[src/rtl/cnf_loader.sv]
// Purpose     : streams a CNF formula in from the host one literal at a time. It builds the per-clause
//               literal rows in data_mem and the per-variable occurrence bitmaps in clause_db, then pulses
//               sat_start.
// Latency     : 3 cycles per literal, plus 1 at each clause end. sat_start comes 4 cycles after the last
//               literal is accepted.
// Backpressure: lit_ready is high only in ACCUM. The host holds lit_valid and its fields until the cycle
//               in which lit_ready is high.
//
// Ports:
//   clk, rst                     single clock, synchronous active-high reset
//   load_start                   starts a new load; ignored while load_busy
//   lit_valid/lit_ready          literal handshake
//   lit_var/lit_neg/lit_last     literal fields
//   cnf_last                     qualifies lit_last: this clause is the last of the formula
//   dm_en/dm_write/dm_address    data_mem write port, one row per clause
//   dm_in                        clause row; bits[2v+1:2v] = {neg,pos} for variable v
//   cdb_en/cdb_write/cdb_address clause_db port, one row per variable
//   cdb_in                       occurrence bitmap being written
//   cdb_out                      clause_db read data, valid one cycle after the read
//   clause_count                 clauses stored by the last or current load
//   load_busy/load_err/sat_start load status
module cnf_loader #(
    parameter int VAR_NUM    = 8,
    parameter int VAR_LOG    = 3,
    parameter int CLAUSE_NUM = 16,
    parameter int CLAUSE_LOG = 4,
    parameter int DATA_W     = 16
) (
    input  logic                  clk,
    input  logic                  rst,
    input  logic                  load_start,
    input  logic                  lit_valid,
    output logic                  lit_ready,
    input  logic [VAR_LOG-1:0]    lit_var,
    input  logic                  lit_neg,
    input  logic                  lit_last,
    input  logic                  cnf_last,
    output logic                  dm_en,
    output logic                  dm_write,
    output logic [CLAUSE_LOG-1:0] dm_address,
    output logic [DATA_W-1:0]     dm_in,
    output logic                  cdb_en,
    output logic                  cdb_write,
    output logic [VAR_LOG-1:0]    cdb_address,
    output logic [CLAUSE_NUM-1:0] cdb_in,
    input  logic [CLAUSE_NUM-1:0] cdb_out,
    output logic [CLAUSE_LOG:0]   clause_count,
    output logic                  load_busy,
    output logic                  load_err,
    output logic                  sat_start
);

    typedef enum logic [2:0] {
        S_IDLE,
        S_CLEAR,
        S_ACCUM,
        S_CDB_RD,
        S_CDB_WR,
        S_DM_WR,
        S_DONE,
        S_ERR
    } state_t;

    state_t state, state_nxt;

    logic [VAR_LOG-1:0]  clear_ptr;
    logic [DATA_W-1:0]   row_q;
    // One bit wider than a row address, so the index can hold CLAUSE_NUM when data_mem is full.
    logic [CLAUSE_LOG:0] clause_idx;
    logic [VAR_LOG-1:0]  lat_var;
    logic                lat_last;
    logic                lat_cnf_last;

    logic        accept;
    logic        var_bad;
    logic        db_full;
    logic [1:0]  lit_pair;
    logic        conflict;
    logic        lit_err;

    assign accept   = (state == S_ACCUM) && lit_valid;
    assign var_bad  = {1'b0, lit_var} >= (VAR_LOG+1)'(VAR_NUM);
    assign db_full  = clause_idx == (CLAUSE_LOG+1)'(CLAUSE_NUM);
    // The {neg,pos} pair already in this clause for the incoming variable.
    assign lit_pair = row_q[{lit_var, 1'b0} +: 2];
    // A conflict is a literal whose opposite polarity is already in the clause.
    // A repeat of the same polarity is harmless.
    assign conflict = lit_neg ? lit_pair[0] : lit_pair[1];
    assign lit_err  = var_bad || db_full || conflict;

    assign clause_count = clause_idx;

    // State register.
    always_ff @(posedge clk) begin
        if (rst) begin
            state <= S_IDLE;
        end else begin
            state <= state_nxt;
        end
    end

    // Next-state logic.
    always_comb begin
        state_nxt = state;
        case (state)
            S_IDLE:   if (load_start) state_nxt = S_CLEAR;
            S_CLEAR:  if (clear_ptr == VAR_LOG'(VAR_NUM - 1)) state_nxt = S_ACCUM;
            S_ACCUM:  if (accept) state_nxt = lit_err ? S_ERR : S_CDB_RD;
            S_CDB_RD: state_nxt = S_CDB_WR;
            S_CDB_WR: state_nxt = lat_last ? S_DM_WR : S_ACCUM;
            S_DM_WR:  state_nxt = lat_cnf_last ? S_DONE : S_ACCUM;
            S_DONE:   state_nxt = S_IDLE;
            S_ERR:    state_nxt = S_IDLE;
            default:  state_nxt = S_IDLE;
        endcase
    end

    // Output decode. Every memory port signal is 0 unless the state drives it.
    always_comb begin
        lit_ready   = 1'b0;
        dm_en       = 1'b0;
        dm_write    = 1'b0;
        dm_address  = '0;
        dm_in       = '0;
        cdb_en      = 1'b0;
        cdb_write   = 1'b0;
        cdb_address = '0;
        cdb_in      = '0;
        sat_start   = 1'b0;
        case (state)
            S_CLEAR: begin
                cdb_en      = 1'b1;
                cdb_write   = 1'b1;
                cdb_address = clear_ptr;
            end
            S_ACCUM: begin
                lit_ready = 1'b1;
            end
            S_CDB_RD: begin
                cdb_en      = 1'b1;
                cdb_address = lat_var;
            end
            S_CDB_WR: begin
                cdb_en      = 1'b1;
                cdb_write   = 1'b1;
                cdb_address = lat_var;
                cdb_in      = cdb_out | (CLAUSE_NUM'(1) << clause_idx[CLAUSE_LOG-1:0]);
            end
            S_DM_WR: begin
                dm_en      = 1'b1;
                dm_write   = 1'b1;
                dm_address = clause_idx[CLAUSE_LOG-1:0];
                dm_in      = row_q;
            end
            S_DONE: begin
                sat_start = 1'b1;
            end
            default: ;
        endcase
    end

    // Datapath and status registers.
    always_ff @(posedge clk) begin
        if (rst) begin
            clear_ptr    <= '0;
            row_q        <= '0;
            clause_idx   <= '0;
            lat_var      <= '0;
            lat_last     <= 1'b0;
            lat_cnf_last <= 1'b0;
            load_busy    <= 1'b0;
            load_err     <= 1'b0;
        end else begin
            case (state)
                S_IDLE: begin
                    if (load_start) begin
                        load_err   <= 1'b0;
                        load_busy  <= 1'b1;
                        clear_ptr  <= '0;
                        clause_idx <= '0;
                        // An aborted previous load may have left a partial row behind.
                        row_q      <= '0;
                    end
                end
                S_CLEAR: begin
                    clear_ptr <= clear_ptr + 1'b1;
                end
                S_ACCUM: begin
                    if (accept && !lit_err) begin
                        lat_var      <= lit_var;
                        lat_last     <= lit_last;
                        lat_cnf_last <= cnf_last;
                        row_q        <= row_q | (DATA_W'(1) << {lit_var, lit_neg});
                    end
                end
                S_DM_WR: begin
                    row_q      <= '0;
                    clause_idx <= clause_idx + 1'b1;
                end
                S_DONE: begin
                    load_busy <= 1'b0;
                end
                S_ERR: begin
                    load_err  <= 1'b1;
                    load_busy <= 1'b0;
                end
                default: ;
            endcase
        end
    end

endmodule
[config.mk]
export PLATFORM = sky130hd
export DESIGN_NAME = cnf_loader
export DESIGN_NICKNAME = d
export VERILOG_FILES = /design/src/rtl/cnf_loader.sv
export SDC_FILE = /design/constraint.sdc
export NUM_CORES = 1
export LEC_CHECK = 0
export CAP_MARGIN = 10
export CELL_PAD_IN_SITES_DETAIL_PLACEMENT = 0
export CELL_PAD_IN_SITES_GLOBAL_PLACEMENT = 2
export CORE_UTILIZATION = 23
export CTS_CLUSTER_SIZE = 28
export DETAILED_ROUTE_END_ITERATION = 8
export PLACE_DENSITY_LB_ADDON = 0.1
export SLEW_MARGIN = 20
export SYNTH_ARGS = -nofsm -noshare
export SYNTH_HDL_FRONTEND = slang
export SYNTH_SLANG_ARGS = --single-unit
export TNS_END_PERCENT = 20
[constraint.sdc]
create_clock -name clk -period 1.68 [get_ports clk]
set_input_delay 0.252 -clock clk [delete_from_list [all_inputs] [get_ports clk]]
set_output_delay 0.252 -clock clk [all_outputs]
set_load 0.03 [all_outputs]
==> impl_results.html <==
<table>
<tr><th>Metric</th><th>Value</th></tr>
<tr><th colspan="2">Logic synthesis</th></tr>
<tr><td>Area share of the largest cell type after synthesis</td><td>a little under a third</td></tr>
<tr><td>Post-Synthesis Net Count</td><td>around 300</td></tr>
<tr><td>XOR/XNOR share of the synthesized area</td><td>0%</td></tr>
<tr><td>Count of distinct cell types in the synthesized netlist</td><td>50</td></tr>
<tr><td>Adder-cell share of the synthesized area</td><td>4.58%</td></tr>
<tr><td>Post-synth EDFFs</td><td>0</td></tr>
<tr><td>Dominant cells by area after synthesis</td><td>sky130_fd_sc_hd__dfxtp_1 (31%), sky130_fd_sc_hd__a22o_1 (6.0%), sky130_fd_sc_hd__and2_1 (6.0%), sky130_fd_sc_hd__nor2_1 (5.7%), sky130_fd_sc_hd__a21oi_1 (5.3%)</td></tr>
<tr><td>Main combinational cell family by area after synthesis</td><td>compound AO/OA/AOI/OAI gates</td></tr>
<tr><td>Share of synthesized cell area in and, or, nand and nor gates</td><td>24.2%</td></tr>
<tr><td>Compound-Gate Fraction of Synth Area</td><td>between 20% and 30%</td></tr>
<tr><td>Summed instance area of the synthesized netlist</td><td>~2200 um2</td></tr>
<tr><td>Average instance area after synthesis</td><td>approximately 8.4 um2</td></tr>
<tr><td>Post-synthesis register bit count</td><td>34</td></tr>
<tr><td>Async set-or-reset flop fraction in the synthesized netlist</td><td>0%</td></tr>
<tr><td>Portion of the post-synthesis area used by sequential elements</td><td>between 30% and 40%</td></tr>
<tr><td>Count of warnings emitted by yosys</td><td>0</td></tr>
<tr><td>Most used flip-flop cell after synthesis</td><td>sky130_fd_sc_hd__dfxtp_1</td></tr>
<tr><td>Post-synthesis cell type with the largest combined area</td><td>sky130_fd_sc_hd__dfxtp_1</td></tr>
<tr><td>Multiplexer share of the synthesized area</td><td>about 8.5%</td></tr>
<tr><td>Gate count of the mapped netlist</td><td>~260</td></tr>
<tr><th colspan="2">Placed design</th></tr>
<tr><td>RePlAce Congestion</td><td>around 0.77</td></tr>
<tr><td>Number of placed instances with taps included</td><td>495</td></tr>
<tr><td>HPWL after detailed placement</td><td>about 5400 um</td></tr>
<tr><td>Count of port buffers added during placement</td><td>a little under 80</td></tr>
<tr><th colspan="2">Die</th></tr>
<tr><td>Area enclosed by the die boundary</td><td>9900 um2</td></tr>
<tr><td>Die Height</td><td>between 90 and 100 um</td></tr>
<tr><td>Core area</td><td>~9000 um2</td></tr>
<tr><td>Starting Density</td><td>about a quarter</td></tr>
<tr><td>Die X</td><td>slightly below 100 um</td></tr>
<tr><td>Top-level port count</td><td>a little under 80</td></tr>
<tr><td>Total number of placement rows</td><td>35</td></tr>
<tr><th colspan="2">Global route</th></tr>
<tr><td>Grt total ovfl</td><td>0</td></tr>
<tr><td>Total routing usage reported by global routing</td><td>14.9%</td></tr>
<tr><td>Maximum number of pins on one net before global-route repair</td><td>30</td></tr>
<tr><td>Wire length of the first global-routing pass</td><td>about 12,000 um</td></tr>
<tr><td>Initial antenna violation count</td><td>0</td></tr>
<tr><td>Via count of the first global-routing pass</td><td>between 2,000 and 2,500</td></tr>
<tr><th colspan="2">Drt</th></tr>
<tr><td>WL per Instance</td><td>15.1 um</td></tr>
<tr><td>Vias per cell</td><td>between 4 and 5</td></tr>
<tr><td>Violation count after the first detailed-routing iteration</td><td>between 70 and 80</td></tr>
<tr><td>Count of unresolved DRC violations after routing</td><td>0</td></tr>
<tr><td>Pre-Repair DR Iteration Count</td><td>4</td></tr>
<tr><td>Vias after detailed routing</td><td>2,348</td></tr>
<tr><td>Antenna-violating nets left</td><td>0</td></tr>
<tr><td>Final Routed Wirelength</td><td>7830 um</td></tr>
<tr><th colspan="2">CTS</th></tr>
<tr><td>Number of buffers inserted during clock tree synthesis</td><td>5</td></tr>
<tr><td>Root buffer cell</td><td>sky130_fd_sc_hd__clkbuf_8</td></tr>
<tr><td>Maximum clock insertion buffer count</td><td>2</td></tr>
<tr><td>Post-CTS Hold Fix Bufs</td><td>0</td></tr>
<tr><td>H-Tree Depth</td><td>2</td></tr>
<tr><td>Clock tree from TritonCTS</td><td>built</td></tr>
<tr><td>TritonCTS Sinks</td><td>34</td></tr>
<tr><td>Clock transition time at the flip-flop clock pins of the worst setup and hold paths</td><td>approximately 70 ps</td></tr>
<tr><td>Source-to-sink clock delay at the later pin of the worst-skew pair</td><td>between 200 and 300 ps</td></tr>
<tr><th colspan="2">Status</th></tr>
<tr><td>Failing checks</td><td>setup timing</td></tr>
<tr><td>Status</td><td>finished, violations left</td></tr>
<tr><th colspan="2">STA</th></tr>
<tr><td>Number of slew-limit violations in the final report</td><td>0</td></tr>
<tr><td>Setup-violating endpoint count in the final report</td><td>between 50 and 60</td></tr>
<tr><td>Fin Hold WS</td><td>around 400 ps</td></tr>
<tr><td>Fin Clk Skew</td><td>about 7 ps</td></tr>
<tr><td>Final count of hold timing violations</td><td>0</td></tr>
<tr><td>Worst Tran Pin Value</td><td>about 460 ps</td></tr>
<tr><td>Max frequency</td><td>approximately 550 MHz</td></tr>
<tr><td>Post-route setup slack</td><td>-130 ps</td></tr>
<tr><td>Worst rel slew slack</td><td>69.5%</td></tr>
<tr><td>Tmin final</td><td>around 1800 ps</td></tr>
<tr><td>Final clock period utilization by the worst path</td><td>108%</td></tr>
<tr><td>RSZ-0062 raised after global routing</td><td>true</td></tr>
<tr><th colspan="2">Setup path</th></tr>
<tr><td>Buffers &amp; Inverters on Critical Path</td><td>3</td></tr>
<tr><td>Max stage delay on crit path</td><td>between 300 and 400 ps</td></tr>
<tr><td>Required time at the endpoint of the critical path</td><td>between 1000 and 1500 ps</td></tr>
<tr><td>Data arrival time at the worst-slack endpoint</td><td>1560 ps</td></tr>
<tr><td>Crit start category</td><td>register</td></tr>
<tr><td>Critical Path End Type</td><td>primary output</td></tr>
<tr><td>Kind of cell with the highest combined delay on the critical path</td><td>buffers and inverters</td></tr>
<tr><td>Largest fanout on the critical path</td><td>8</td></tr>
<tr><td>Startpoint-to-endpoint class of the critical path</td><td>register to primary output</td></tr>
<tr><td>Slowest cell on crit path</td><td>sky130_fd_sc_hd__dfxtp_4</td></tr>
<tr><td>Crit path cell chain</td><td>buf_6 -&gt; nand2b_4 -&gt; or2_4 -&gt; clkbuf_16 -&gt; nor2_1 -&gt; buf_4</td></tr>
<tr><th colspan="2">Flow run</th></tr>
<tr><td>Count of maximum capacitance violations</td><td>0</td></tr>
<tr><th colspan="2">Pwr</th></tr>
<tr><td>Total power draw</td><td>about 1.8 mW</td></tr>
<tr><td>Pwr per Cell Area</td><td>427 nW/um2</td></tr>
<tr><td>Static leakage</td><td>roughly 1.7 nW</td></tr>
<tr><td>Peak supply drop</td><td>around 0.00024 V</td></tr>
<tr><th colspan="2">Min path</th></tr>
<tr><td>Type of the most critical hold path</td><td>input port to register</td></tr>
<tr><th colspan="2">Cells and area</th></tr>
<tr><td>Final instance count without filler cells</td><td>519</td></tr>
<tr><td>Relative area change from synthesis to final layout</td><td>87.4%</td></tr>
<tr><td>Antenna diodes</td><td>0</td></tr>
<tr><td>Layout cell share with drive strength beyond 1</td><td>around half</td></tr>
<tr><td>Final #Nets</td><td>~420</td></tr>
</table>
Yosys cell counts (2+ instances only):
library cell,number
sky130_fd_sc_hd__nor2b_1,3
sky130_fd_sc_hd__clkbuf_1,16
sky130_fd_sc_hd__mux2i_1,8
sky130_fd_sc_hd__nor2_1,33
sky130_fd_sc_hd__inv_1,6
sky130_fd_sc_hd__nand2_1,19
sky130_fd_sc_hd__a22oi_1,2
sky130_fd_sc_hd__ha_1,8
sky130_fd_sc_hd__a22o_1,15
sky130_fd_sc_hd__and2_1,21
sky130_fd_sc_hd__buf_2,2
sky130_fd_sc_hd__dfxtp_1,34
sky130_fd_sc_hd__o211ai_1,2
sky130_fd_sc_hd__a32o_1,3
sky130_fd_sc_hd__a221oi_4,2
sky130_fd_sc_hd__o21ai_0,2
sky130_fd_sc_hd__a21oi_1,23
sky130_fd_sc_hd__nand2b_1,7
sky130_fd_sc_hd__o21ai_1,2
sky130_fd_sc_hd__inv_2,5
sky130_fd_sc_hd__nor4_1,2
sky130_fd_sc_hd__nand3_1,2
sky130_fd_sc_hd__a31oi_1,4
sky130_fd_sc_hd__mux4_1,3
sky130_fd_sc_hd__o21a_1,2
sky130_fd_sc_hd__nor3_1,8
sky130_fd_sc_hd__a2111oi_4,2
area by class of cell:
class	count	area, um2
clock inverter	1	5.00
tap	129	161
clock buffer	7	86.3
fill	935	5140
timing repair buffer	143	1430
sequential	34	693
multi-input combinational	194	1680
inverter	11	41.3
metrics by stage:
step	utilization, %	worst slack, ps	setup TNS [ps]	instance area (um2)
after floorplan	-	-118	-3220	2210
after global placement	35.9	-756	-15790	3320
after detailed placement	35.9	-785	-16170	3320
after CTS	38.5	-124	-3470	3560
after global routing	44.3	-217	-7390	4100
final	44.3	-130	-3770	4100
path summary, 6_finish.rpt:
check | depth (start not counted) | from | slack, ps | end
setup / recovery | 6 | state[2]$_SDFFE_PP0P_ | -130 | cdb_in[9]
hold / removal | 3 | lit_valid | 400 | state[0]$_SDFFE_PP0P_
setup reg to reg | 5 | row_q[13]$_SDFFE_PP0P_ | -120 | lat_var[1]$_SDFFE_PP0P_
hold reg to reg | 2 | lat_var[1]$_SDFFE_PP0P_ | 460 | lat_var[1]$_SDFFE_PP0P_
power breakdown:
| group | internal [mW] | switching, mW |
|---|---|---|
| logic | 0.157 | 0.148 |
| clock network | 0.331 | 0.301 |
| registers | 0.809 | 0.00529 |
repair_timing:
action / CTS / global route
gates cloned: 0 / 4
pin swaps: 7 / 39
setup buffers: 8 / 4
gates resized for setup: 35 / 113
endpoints found under the setup margin: 69 / 65
flip-flops by register name, indices dropped and copies added, names as in the netlist:
register and flops:
lat_var 3, row_q 16, load_err 1, clear_ptr 3, lat_last 1, load_busy 1
clause_count 5, lat_cnf_last 1, state 3
tightest hold or removal path, delay by kind of cell:
| family | cells | cell delay (ps) |
|---|---|---|
| simple gates | 1 | 170 |
| buf+inv | 1 | 140 |
| compound gates | 1 | 80 |
metal layers:
metal / routed length [um] / GRT usage, %
met1: 3600 / 20.0
met2: 3910 / 24.6
met3: 271 / 2.74
met4: 50 / 3.73
met5: 0 / 0
cells in the final DEF (no fill, tap or decap), types with 7 or more instances in the layout:
cell / netlist / routed
sky130_fd_sc_hd__buf_4: 1 / 56
sky130_fd_sc_hd__nand2_1: 19 / 18
sky130_fd_sc_hd__a21oi_2: 1 / 7
sky130_fd_sc_hd__clkdlybuf4s50_1: 0 / 23
sky130_fd_sc_hd__nor3_1: 8 / 7
sky130_fd_sc_hd__a21oi_1: 23 / 16
sky130_fd_sc_hd__a22o_1: 15 / 15
sky130_fd_sc_hd__nor2_2: 0 / 7
sky130_fd_sc_hd__nor2_4: 0 / 10
sky130_fd_sc_hd__buf_6: 1 / 49
sky130_fd_sc_hd__and2_4: 0 / 20
sky130_fd_sc_hd__nor2_1: 33 / 16
sky130_fd_sc_hd__dfxtp_1: 34 / 28
cells by family after synthesis:
logic type                 count (synthesis)
and+or+nand+nor                          104
AOI/OAI and AO/OA                         69
DFF                                       34
buffers and inverters                     31
muxes                                     13
adders and majority gates                  8
Note: power is estimated with default switching activity, not from simulation.
